### config.mk
export PLATFORM = sky130hd
export DESIGN_NAME = vga_scanout_flat
export DESIGN_NICKNAME = d
export VERILOG_FILES = /design/src/rtl/vga_pkg.sv /design/src/rtl/vga_scanout_if.sv /design/src/rtl/vga_timing.sv /design/src/rtl/vga_scanout.sv /design/src/flat_wrapper.sv
export SDC_FILE = /design/constraint.sdc
export NUM_CORES = 1
export LEC_CHECK = 0
export ABC_AREA = 1
export CORE_MARGIN = 2
export CORE_UTILIZATION = 35
export DETAILED_ROUTE_END_ITERATION = 8
export PLACE_DENSITY = 0.63
export SETUP_SLACK_MARGIN = 0.05
export SLEW_MARGIN = 20
export SYNTH_ARGS = -nofsm -noshare
export SYNTH_HDL_FRONTEND = slang
export SYNTH_SLANG_ARGS = --single-unit
### constraint.sdc
create_clock -name CLK -period 2.55 [get_ports CLK]
set_input_delay 0.3825 -clock CLK [delete_from_list [all_inputs] [get_ports CLK]]
set_output_delay 0.3825 -clock CLK [all_outputs]
set_load 0.01 [all_outputs]
### src/rtl/vga_pkg.sv
// ============================================================================
// vga_pkg : shared VGA 640x480@60 timing constants, framebuffer geometry,
//           pixel bit positions and colour-channel levels.
// Revision: 1.0
// ============================================================================
`default_nettype none

package vga_pkg;

  // Horizontal timing in pixel ticks
  localparam int H_ACTIVE = 640;
  localparam int H_FP     = 16;
  localparam int H_SYNC   = 96;
  localparam int H_BP     = 48;
  localparam int H_TOTAL  = H_ACTIVE + H_FP + H_SYNC + H_BP;

  // Vertical timing in lines
  localparam int V_ACTIVE = 480;
  localparam int V_FP     = 10;
  localparam int V_SYNC   = 2;
  localparam int V_BP     = 33;
  localparam int V_TOTAL  = V_ACTIVE + V_FP + V_SYNC + V_BP;

  localparam int FB_W     = 320;
  localparam int FB_H     = 240;

  localparam int CNT_W    = 10;
  localparam int ADDR_W   = 17;
  localparam int PIX_W    = 3;

  localparam int PIX_R    = 2;
  localparam int PIX_G    = 1;
  localparam int PIX_B    = 0;

  localparam logic [3:0] CH_ON  = 4'hF;
  localparam logic [3:0] CH_OFF = 4'h0;

  function automatic logic [3:0] chan_level(input logic bit_set);
    return bit_set ? CH_ON : CH_OFF;
  endfunction

endpackage

`default_nettype wire

### src/rtl/vga_scanout_if.sv
// ============================================================================
// vga_scanout_if : framebuffer read port and VGA pin bundle of vga_scanout.
// Revision: 1.0
// ============================================================================
`default_nettype none

interface vga_scanout_if;
  import vga_pkg::*;

  logic [ADDR_W-1:0] O_FB_ADDR;
  logic [PIX_W-1:0]  I_FB_DATA;
  logic              I_TESTPAT;
  logic              O_HSYNC;
  logic              O_VSYNC;
  logic [3:0]        O_VIDEO_R;
  logic [3:0]        O_VIDEO_G;
  logic [3:0]        O_VIDEO_B;
  logic              O_VBLANK;
  logic              O_FRAME_START;

  modport master (
    output O_FB_ADDR,
    input  I_FB_DATA,
    input  I_TESTPAT,
    output O_HSYNC,
    output O_VSYNC,
    output O_VIDEO_R,
    output O_VIDEO_G,
    output O_VIDEO_B,
    output O_VBLANK,
    output O_FRAME_START
  );

  modport slave (
    input  O_FB_ADDR,
    output I_FB_DATA,
    output I_TESTPAT,
    input  O_HSYNC,
    input  O_VSYNC,
    input  O_VIDEO_R,
    input  O_VIDEO_G,
    input  O_VIDEO_B,
    input  O_VBLANK,
    input  O_FRAME_START
  );

endinterface

`default_nettype wire

### src/rtl/vga_timing.sv
// ============================================================================
// vga_timing : pixel-tick divider, horizontal/vertical scan counters and the
//              raw (undelayed) sync, active and vblank flags.
// Revision: 1.0
// ============================================================================
`default_nettype none

module vga_timing
  import vga_pkg::*;
#(
  parameter int CLK_DIV  = 2,
  parameter int H_ACT    = H_ACTIVE,
  parameter int H_FRONT  = H_FP,
  parameter int H_SYNC_W = H_SYNC,
  parameter int H_BACK   = H_BP,
  parameter int V_ACT    = V_ACTIVE,
  parameter int V_FRONT  = V_FP,
  parameter int V_SYNC_W = V_SYNC,
  parameter int V_BACK   = V_BP
) (
  input  wire logic             clk,
  input  wire logic             rst,
  output logic                  o_tick,
  output logic [CNT_W-1:0]      o_hcnt,
  output logic                  o_hsync_n,
  output logic                  o_vsync_n,
  output logic                  o_active,
  output logic                  o_vblank,
  output logic                  o_row_step,
  output logic                  o_frame_end
);

  localparam int DIV_W   = (CLK_DIV > 1) ? $clog2(CLK_DIV) : 1;
  localparam int HTOT    = H_ACT + H_FRONT + H_SYNC_W + H_BACK;
  localparam int VTOT    = V_ACT + V_FRONT + V_SYNC_W + V_BACK;
  localparam int HS_BEG  = H_ACT + H_FRONT;
  localparam int HS_END  = H_ACT + H_FRONT + H_SYNC_W - 1;
  localparam int VS_BEG  = V_ACT + V_FRONT;
  localparam int VS_END  = V_ACT + V_FRONT + V_SYNC_W - 1;

  logic [DIV_W-1:0] r_div;
  logic [CNT_W-1:0] r_hcnt;
  logic [CNT_W-1:0] r_vcnt;
  logic             w_tick;
  logic             w_line_end;
  logic             w_last_line;

  assign w_tick      = (r_div == DIV_W'(CLK_DIV - 1));
  assign w_line_end  = w_tick && (r_hcnt == CNT_W'(HTOT - 1));
  assign w_last_line = (r_vcnt == CNT_W'(VTOT - 1));

  always_ff @(posedge clk) begin
    if (rst) begin
      r_div  <= '0;
      r_hcnt <= '0;
      r_vcnt <= '0;
    end else begin
      r_div <= w_tick ? '0 : r_div + DIV_W'(1);
      if (w_tick) begin
        if (r_hcnt == CNT_W'(HTOT - 1)) begin
          r_hcnt <= '0;
          r_vcnt <= w_last_line ? '0 : r_vcnt + CNT_W'(1);
        end else begin
          r_hcnt <= r_hcnt + CNT_W'(1);
        end
      end
    end
  end

  assign o_tick      = w_tick;
  assign o_hcnt      = r_hcnt;
  assign o_hsync_n   = !((r_hcnt >= CNT_W'(HS_BEG)) && (r_hcnt <= CNT_W'(HS_END)));
  assign o_vsync_n   = !((r_vcnt >= CNT_W'(VS_BEG)) && (r_vcnt <= CNT_W'(VS_END)));
  assign o_active    = (r_hcnt < CNT_W'(H_ACT)) && (r_vcnt < CNT_W'(V_ACT));
  assign o_vblank    = (r_vcnt >= CNT_W'(V_ACT));
  // Framebuffer row advances after every odd line; the frame wrap clears it instead.
  assign o_row_step  = w_line_end && r_vcnt[0] && !w_last_line;
  assign o_frame_end = w_line_end && w_last_line;

endmodule

`default_nettype wire

### src/rtl/vga_scanout.sv
// ============================================================================
// vga_scanout : scans a 320x240x3bpp framebuffer out as pixel-doubled
//               640x480@60 VGA with a 2-tick counter-to-pin pipeline.
// Optional feature macro: VGA_TESTPAT_EN (8 vertical colour bars on I_TESTPAT).
// Revision: 1.0
// ============================================================================
`default_nettype none

module vga_scanout
  import vga_pkg::*;
#(
  parameter int CLK_DIV  = 2,
  parameter int H_ACT    = H_ACTIVE,
  parameter int H_FRONT  = H_FP,
  parameter int H_SYNC_W = H_SYNC,
  parameter int H_BACK   = H_BP,
  parameter int V_ACT    = V_ACTIVE,
  parameter int V_FRONT  = V_FP,
  parameter int V_SYNC_W = V_SYNC,
  parameter int V_BACK   = V_BP,
  parameter int FB_WIDTH = FB_W
) (
  input  wire logic     CLK,
  input  wire logic     I_RESET,
  vga_scanout_if.master bus
);

  logic              w_tick;
  logic [CNT_W-1:0]  w_hcnt;
  logic [CNT_W-1:0]  w_col;
  logic              w_hsync_n;
  logic              w_vsync_n;
  logic              w_active;
  logic              w_vblank;
  logic              w_row_step;
  logic              w_frame_end;
  logic [PIX_W-1:0]  w_pix;

  logic [ADDR_W-1:0] r_row_base;
  logic [ADDR_W-1:0] r_fb_addr;
  logic              r_s0_hsync_n;
  logic              r_s0_vsync_n;
  logic              r_s0_active;
  logic              r_s0_vblank;
  logic              r_hsync_n;
  logic              r_vsync_n;
  logic              r_vblank;
  logic              r_frame_start;
  logic [3:0]        r_video_r;
  logic [3:0]        r_video_g;
  logic [3:0]        r_video_b;

  vga_timing #(
    .CLK_DIV  (CLK_DIV),
    .H_ACT    (H_ACT),
    .H_FRONT  (H_FRONT),
    .H_SYNC_W (H_SYNC_W),
    .H_BACK   (H_BACK),
    .V_ACT    (V_ACT),
    .V_FRONT  (V_FRONT),
    .V_SYNC_W (V_SYNC_W),
    .V_BACK   (V_BACK)
  ) u_timing (
    .clk         (CLK),
    .rst         (I_RESET),
    .o_tick      (w_tick),
    .o_hcnt      (w_hcnt),
    .o_hsync_n   (w_hsync_n),
    .o_vsync_n   (w_vsync_n),
    .o_active    (w_active),
    .o_vblank    (w_vblank),
    .o_row_step  (w_row_step),
    .o_frame_end (w_frame_end)
  );

  assign w_col = w_hcnt >> 1;

  // Stage 0: row base accumulates FB_WIDTH per line pair, so no multiplier is needed.
  always_ff @(posedge CLK) begin
    if (I_RESET) begin
      r_row_base <= '0;
      r_fb_addr  <= '0;
    end else begin
      if (w_frame_end) begin
        r_row_base <= '0;
      end else if (w_row_step) begin
        r_row_base <= r_row_base + ADDR_W'(FB_WIDTH);
      end
      if (w_tick && w_active) begin
        r_fb_addr <= r_row_base + ADDR_W'(w_col);
      end
    end
  end

`ifdef VGA_TESTPAT_EN
  logic             r_s0_tp_sel;
  logic [PIX_W-1:0] r_s0_tp_pix;

  always_ff @(posedge CLK) begin
    if (I_RESET) begin
      r_s0_tp_sel <= 1'b0;
      r_s0_tp_pix <= '0;
    end else if (w_tick) begin
      r_s0_tp_sel <= bus.I_TESTPAT;
      r_s0_tp_pix <= w_hcnt[8:6];
    end
  end

  assign w_pix = r_s0_tp_sel ? r_s0_tp_pix : bus.I_FB_DATA;
`else
  logic w_unused_testpat;
  assign w_unused_testpat = bus.I_TESTPAT;
  assign w_pix            = bus.I_FB_DATA;
`endif

  // Flags ride two ticks alongside the RAM read so syncs line up with the pixel.
  always_ff @(posedge CLK) begin
    if (I_RESET) begin
      r_s0_hsync_n  <= 1'b1;
      r_s0_vsync_n  <= 1'b1;
      r_s0_active   <= 1'b0;
      r_s0_vblank   <= 1'b0;
      r_hsync_n     <= 1'b1;
      r_vsync_n     <= 1'b1;
      r_vblank      <= 1'b0;
      r_video_r     <= CH_OFF;
      r_video_g     <= CH_OFF;
      r_video_b     <= CH_OFF;
      r_frame_start <= 1'b0;
    end else begin
      if (w_tick) begin
        r_s0_hsync_n <= w_hsync_n;
        r_s0_vsync_n <= w_vsync_n;
        r_s0_active  <= w_active;
        r_s0_vblank  <= w_vblank;
        r_hsync_n    <= r_s0_hsync_n;
        r_vsync_n    <= r_s0_vsync_n;
        r_vblank     <= r_s0_vblank;
        r_video_r    <= chan_level(r_s0_active && w_pix[PIX_R]);
        r_video_g    <= chan_level(r_s0_active && w_pix[PIX_G]);
        r_video_b    <= chan_level(r_s0_active && w_pix[PIX_B]);
      end
      // Marks the tick on which the scan counters re-enter the origin.
      r_frame_start <= w_frame_end;
    end
  end

  assign bus.O_FB_ADDR     = r_fb_addr;
  assign bus.O_HSYNC       = r_hsync_n;
  assign bus.O_VSYNC       = r_vsync_n;
  assign bus.O_VIDEO_R     = r_video_r;
  assign bus.O_VIDEO_G     = r_video_g;
  assign bus.O_VIDEO_B     = r_video_b;
  assign bus.O_VBLANK      = r_vblank;
  assign bus.O_FRAME_START = r_frame_start;

endmodule

`default_nettype wire

### src/flat_wrapper.sv
// flat-port wrapper written by rule: the top's interface ports become plain ports
module vga_scanout_flat import vga_pkg::*;
#(
  parameter int CLK_DIV  = 2,
  parameter int H_ACT    = H_ACTIVE,
  parameter int H_FRONT  = H_FP,
  parameter int H_SYNC_W = H_SYNC,
  parameter int H_BACK   = H_BP,
  parameter int V_ACT    = V_ACTIVE,
  parameter int V_FRONT  = V_FP,
  parameter int V_SYNC_W = V_SYNC,
  parameter int V_BACK   = V_BP,
  parameter int FB_WIDTH = FB_W
)
  (CLK, I_RESET, bus_O_FB_ADDR, bus_I_FB_DATA, bus_I_TESTPAT, bus_O_HSYNC, bus_O_VSYNC, bus_O_VIDEO_R, bus_O_VIDEO_G, bus_O_VIDEO_B, bus_O_VBLANK, bus_O_FRAME_START);
  vga_scanout_if bus_i ();
  input  wire logic CLK;
  input  wire logic I_RESET;
  output wire logic [$bits(bus_i.O_FB_ADDR)-1:0] bus_O_FB_ADDR;
  input wire logic [$bits(bus_i.I_FB_DATA)-1:0] bus_I_FB_DATA;
  input wire logic [$bits(bus_i.I_TESTPAT)-1:0] bus_I_TESTPAT;
  output wire logic [$bits(bus_i.O_HSYNC)-1:0] bus_O_HSYNC;
  output wire logic [$bits(bus_i.O_VSYNC)-1:0] bus_O_VSYNC;
  output wire logic [$bits(bus_i.O_VIDEO_R)-1:0] bus_O_VIDEO_R;
  output wire logic [$bits(bus_i.O_VIDEO_G)-1:0] bus_O_VIDEO_G;
  output wire logic [$bits(bus_i.O_VIDEO_B)-1:0] bus_O_VIDEO_B;
  output wire logic [$bits(bus_i.O_VBLANK)-1:0] bus_O_VBLANK;
  output wire logic [$bits(bus_i.O_FRAME_START)-1:0] bus_O_FRAME_START;
  assign bus_O_FB_ADDR = bus_i.O_FB_ADDR;
  assign bus_i.I_FB_DATA = bus_I_FB_DATA;
  assign bus_i.I_TESTPAT = bus_I_TESTPAT;
  assign bus_O_HSYNC = bus_i.O_HSYNC;
  assign bus_O_VSYNC = bus_i.O_VSYNC;
  assign bus_O_VIDEO_R = bus_i.O_VIDEO_R;
  assign bus_O_VIDEO_G = bus_i.O_VIDEO_G;
  assign bus_O_VIDEO_B = bus_i.O_VIDEO_B;
  assign bus_O_VBLANK = bus_i.O_VBLANK;
  assign bus_O_FRAME_START = bus_i.O_FRAME_START;
  vga_scanout #(.CLK_DIV(CLK_DIV), .H_ACT(H_ACT), .H_FRONT(H_FRONT), .H_SYNC_W(H_SYNC_W), .H_BACK(H_BACK), .V_ACT(V_ACT), .V_FRONT(V_FRONT), .V_SYNC_W(V_SYNC_W), .V_BACK(V_BACK), .FB_WIDTH(FB_WIDTH)) u_core (.CLK(CLK), .I_RESET(I_RESET), .bus(bus_i));
endmodule
==> results.sh <==
export IMPL_drive_above_1_share_pct=9.13
export IMPL_critPathLaunch="u_core.u_timing.o_hcnt[7]"
export IMPL_critPathMaxStageDelay_ns=0.42
export IMPL_cp_start_kind="flop"
export IMPL_yosys_warnings=0
export IMPL_path_cells="ha_1 -> inv_1 -> fa_1 -> o21ai_0 -> nand2_1 -> inv_1 -> nand2_1 -> nand2_1 -> nand3_1 -> nand2_1 -> inv_1"
export IMPL_max_freq_mhz=485
export IMPL_start_util_pct=36.2
export IMPL_clk_path_buf_depth=2
export IMPL_crit_type="reg -> reg"
export IMPL_r2r_start="u_core.u_timing.o_hcnt[7]"
export IMPL_required_ns=2.79
export IMPL_cts_tree="yes"
export IMPL_p_comb_share_pct=6.6
export IMPL_fillCellCount=881
export IMPL_hp_class="reg -> reg"
export IMPL_r2r_setup_slack_ns=0.49
export IMPL_detail_route_wl_per_cell_microns=12.4
export IMPL_antenna_left=0
export IMPL_seqPwrFrac_pct=46.4
export IMPL_cp_top_family="adder cells"
export IMPL_cts_setup_buffers=0
export IMPL_die_h_microns=99.0
export IMPL_synth_edf_count=0
export IMPL_overflow=0
export IMPL_hold_slack_ns=0.456
export IMPL_layout_nets=471
export IMPL_critPathMaxFanout=5
export IMPL_cp_endpoint="u_core.bus.O_FB_ADDR[16]"
export IMPL_grt_use_total_pct=15.2
export IMPL_layout_common_cells="nand2_1 (86), dfxtp_1 (60), nor2_1 (49)"
export IMPL_final_setup_worst_slack_ns=0.489
export IMPL_ys_seq_area_share_pct=38.1
export IMPL_antenna_found_initial=0
export IMPL_synth_area_per_cell_sq_um=7.42
export IMPL_num_io_pins=39
export IMPL_setup_viol_count_final=0
export IMPL_htree_levels=3
export IMPL_rsz0062_at_grt="no"
export IMPL_hold_violations=0
export IMPL_place_gp_congestion=0.854
export IMPL_synthFlopType="dfxtp_1"
export IMPL_first_iter_violations=123
export IMPL_dp_slack_ns=0.485
export IMPL_grt_max_degree=34
export IMPL_crit_arrival_ns=2.30
export IMPL_core_area_sq_um=8720
export IMPL_die_area_sq_um=9790
export IMPL_vdd_drop_max_mv=0.414
export IMPL_wl_microns=7030
export IMPL_crit_buf_inv=3
export IMPL_syn_nets=441
export IMPL_rows=34
export IMPL_drv_cap=0
export IMPL_path_common_cell="nand2_1"
export IMPL_drc=0
export IMPL_fp_dieW_microns=99.0
export IMPL_insertion_delay_ns=0.34
export IMPL_syn_area_sq_um=3160
export IMPL_antenna_cells=0
export IMPL_fin_skew_ns=0.00731
export IMPL_ys_ff_latch=60
export IMPL_p_int_mw=1.65
export IMPL_grt_first_pass_wirelength_microns=12000
export IMPL_hold_buffers=0
export IMPL_syn_inst=425
export IMPL_ff2ff_path_depth=11
export IMPL_p_switching_mw=0.459
export IMPL_postLayoutCoreUtil_pct=43.0
export IMPL_power_leakage_nw=1.49
export IMPL_grt_pass1_vias=2630
export IMPL_clk_pin_slew_ns=0.07
export IMPL_cts_resized=0
export IMPL_cp_end_kind="flop"
export IMPL_setup_tns_ns=0
export IMPL_cpMaxStageDelayCell="dfxtp_1"
export IMPL_vias_per_cell=4.85
export IMPL_p_sw_share_pct=21.7
export IMPL_outcome="completed"
export IMPL_fin_area_sq_um=3750
export IMPL_tightest_slew_ns=0.529
export IMPL_async_flop_share_pct=0
export IMPL_area_growth_pct=19.0
export IMPL_period_needed_ns=2.06
export IMPL_p_per_area_nw_per_um2=563
export IMPL_fin_cells=568
export IMPL_clockRootBuffer="clkbuf_8"
export IMPL_io_buffers=37
export IMPL_worstReg2RegEnd="u_core.bus.O_FB_ADDR[16]"
export IMPL_p_clk_share_pct=47.1
export IMPL_first_pass_iters=4
export IMPL_cts_buffers=9
export IMPL_period_share_pct=80.8
export IMPL_vias=2753
export IMPL_cts_sinks=60
export IMPL_placed_area_sq_um=3520
export IMPL_total_power_mw=2.11
export IMPL_layout_commonest_cell="nand2_1"
export IMPL_place_inst=552
export IMPL_ys_types=44
export IMPL_slew_violations=0
export IMPL_relSlewSlack_pct=64.7
export IMPL_hpwl_microns=5130
export IMPL_cp_num_cells=11
==> registers in the layout, summed over array words and instances, names as in the netlist <==
signal	cells
u_core.bus.O_FB_ADDR	17
u_core.r_row_base	11
u_core.u_timing.o_hcnt	10
u_core.u_timing.r_vcnt	10
u_core.bus.O_FRAME_START	1
u_core.bus.O_HSYNC	1
u_core.bus.O_VBLANK	1
u_core.bus.O_VIDEO_B	1
u_core.bus.O_VIDEO_G	1
u_core.bus.O_VIDEO_R	1
u_core.bus.O_VSYNC	1
u_core.r_s0_active	1
u_core.r_s0_hsync_n	1
u_core.r_s0_vblank	1
u_core.r_s0_vsync_n	1
u_core.u_timing.o_tick	1
==> metal layers <==
metal	routed length, microns	part of all wire [%]	GRT usage, %
met1	3320	47	19.1
met2	3290	47	24.5
met3	328	4.7	4.82
met4	82	1.2	5.48
met5	0	0	0
==> layout make-up <==
class                      instances  area (sq um)  share of cell area (%)
clock inverter                     4          70.1                    1.87
multi-input combinational        294          1610                    42.8
tap                              108           135                    3.60
timing repair buffer              39           385                    10.3
sequential                        60          1200                    32.0
clock buffer                      12           165                    4.40
inverter                          51           191                    5.10
==> power groups by stage <==
stage / clock network, mW / registers, mW / logic, mW
after floorplan: 0 / 1.00 / 0.0788
after global routing: 1.07 / 0.981 / 0.155
after detailed placement: 0 / 1.00 / 0.141
after CTS: 1.02 / 0.979 / 0.142
after global placement: 0 / 0.999 / 0.141
final: 0.994 / 0.979 / 0.139
==> Yosys cell counts, drive strengths merged (2+ instances only) <==
library cell | number | area [sq um]
xnor2 | 2 | 17.5
inv | 51 | 191
nand3 | 31 | 165
dfxtp | 60 | 1200
buf | 18 | 149
clkbuf | 2 | 8.75
a21oi | 30 | 150
o21a | 2 | 15.0
a32o | 3 | 30.0
nor3 | 11 | 71.3
nor3b | 3 | 27.5
nor2 | 58 | 264
o21ai | 26 | 141
nand4 | 10 | 83.8
nand3b | 2 | 18.8
xor2 | 11 | 96.3
ha | 9 | 113
nand2 | 87 | 329
==> how the worst min path moves through the flow <==
| stage | from | to | depth (start not counted) |
|---|---|---|---|
| 2_1_floorplan | u_core.r_s0_hsync_n | u_core.bus.O_HSYNC | 2 |
| 3_3_place_gp | u_core.r_s0_hsync_n | u_core.bus.O_HSYNC | 2 |
| 3_5_place_dp | u_core.r_s0_hsync_n | u_core.bus.O_HSYNC | 2 |
| 4_1_cts | u_core.r_s0_hsync_n | u_core.bus.O_HSYNC | 2 |
| 5_1_grt | u_core.r_s0_hsync_n | u_core.bus.O_HSYNC | 2 |
| 6_report | u_core.r_s0_hsync_n | u_core.bus.O_HSYNC | 2 |
==> worst reg2reg max path, cell delays in order (launching register included) <==
cell,delay (ns)
dfxtp_1,0.42
ha_1,0.21
inv_1,0.06
fa_1,0.39
o21ai_0,0.31
nand2_1,0.16
inv_1,0.12
nand2_1,0.05
nand2_1,0.06
nand3_1,0.06
nand2_1,0.09
inv_1,0.03
==> cell families after synthesis <==
group	after synthesis	synth area share [%]
AO/OA/AOI/OAI	67	12.2
AND/OR/NAND/NOR	204	30.9
buffers and inverters	71	11.1
flip-flops	60	38.1
XOR/XNOR	13	3.61
adder cells (fa/ha/maj)	10	4.20
No activity file was read; power rests on OpenSTA's default activity.
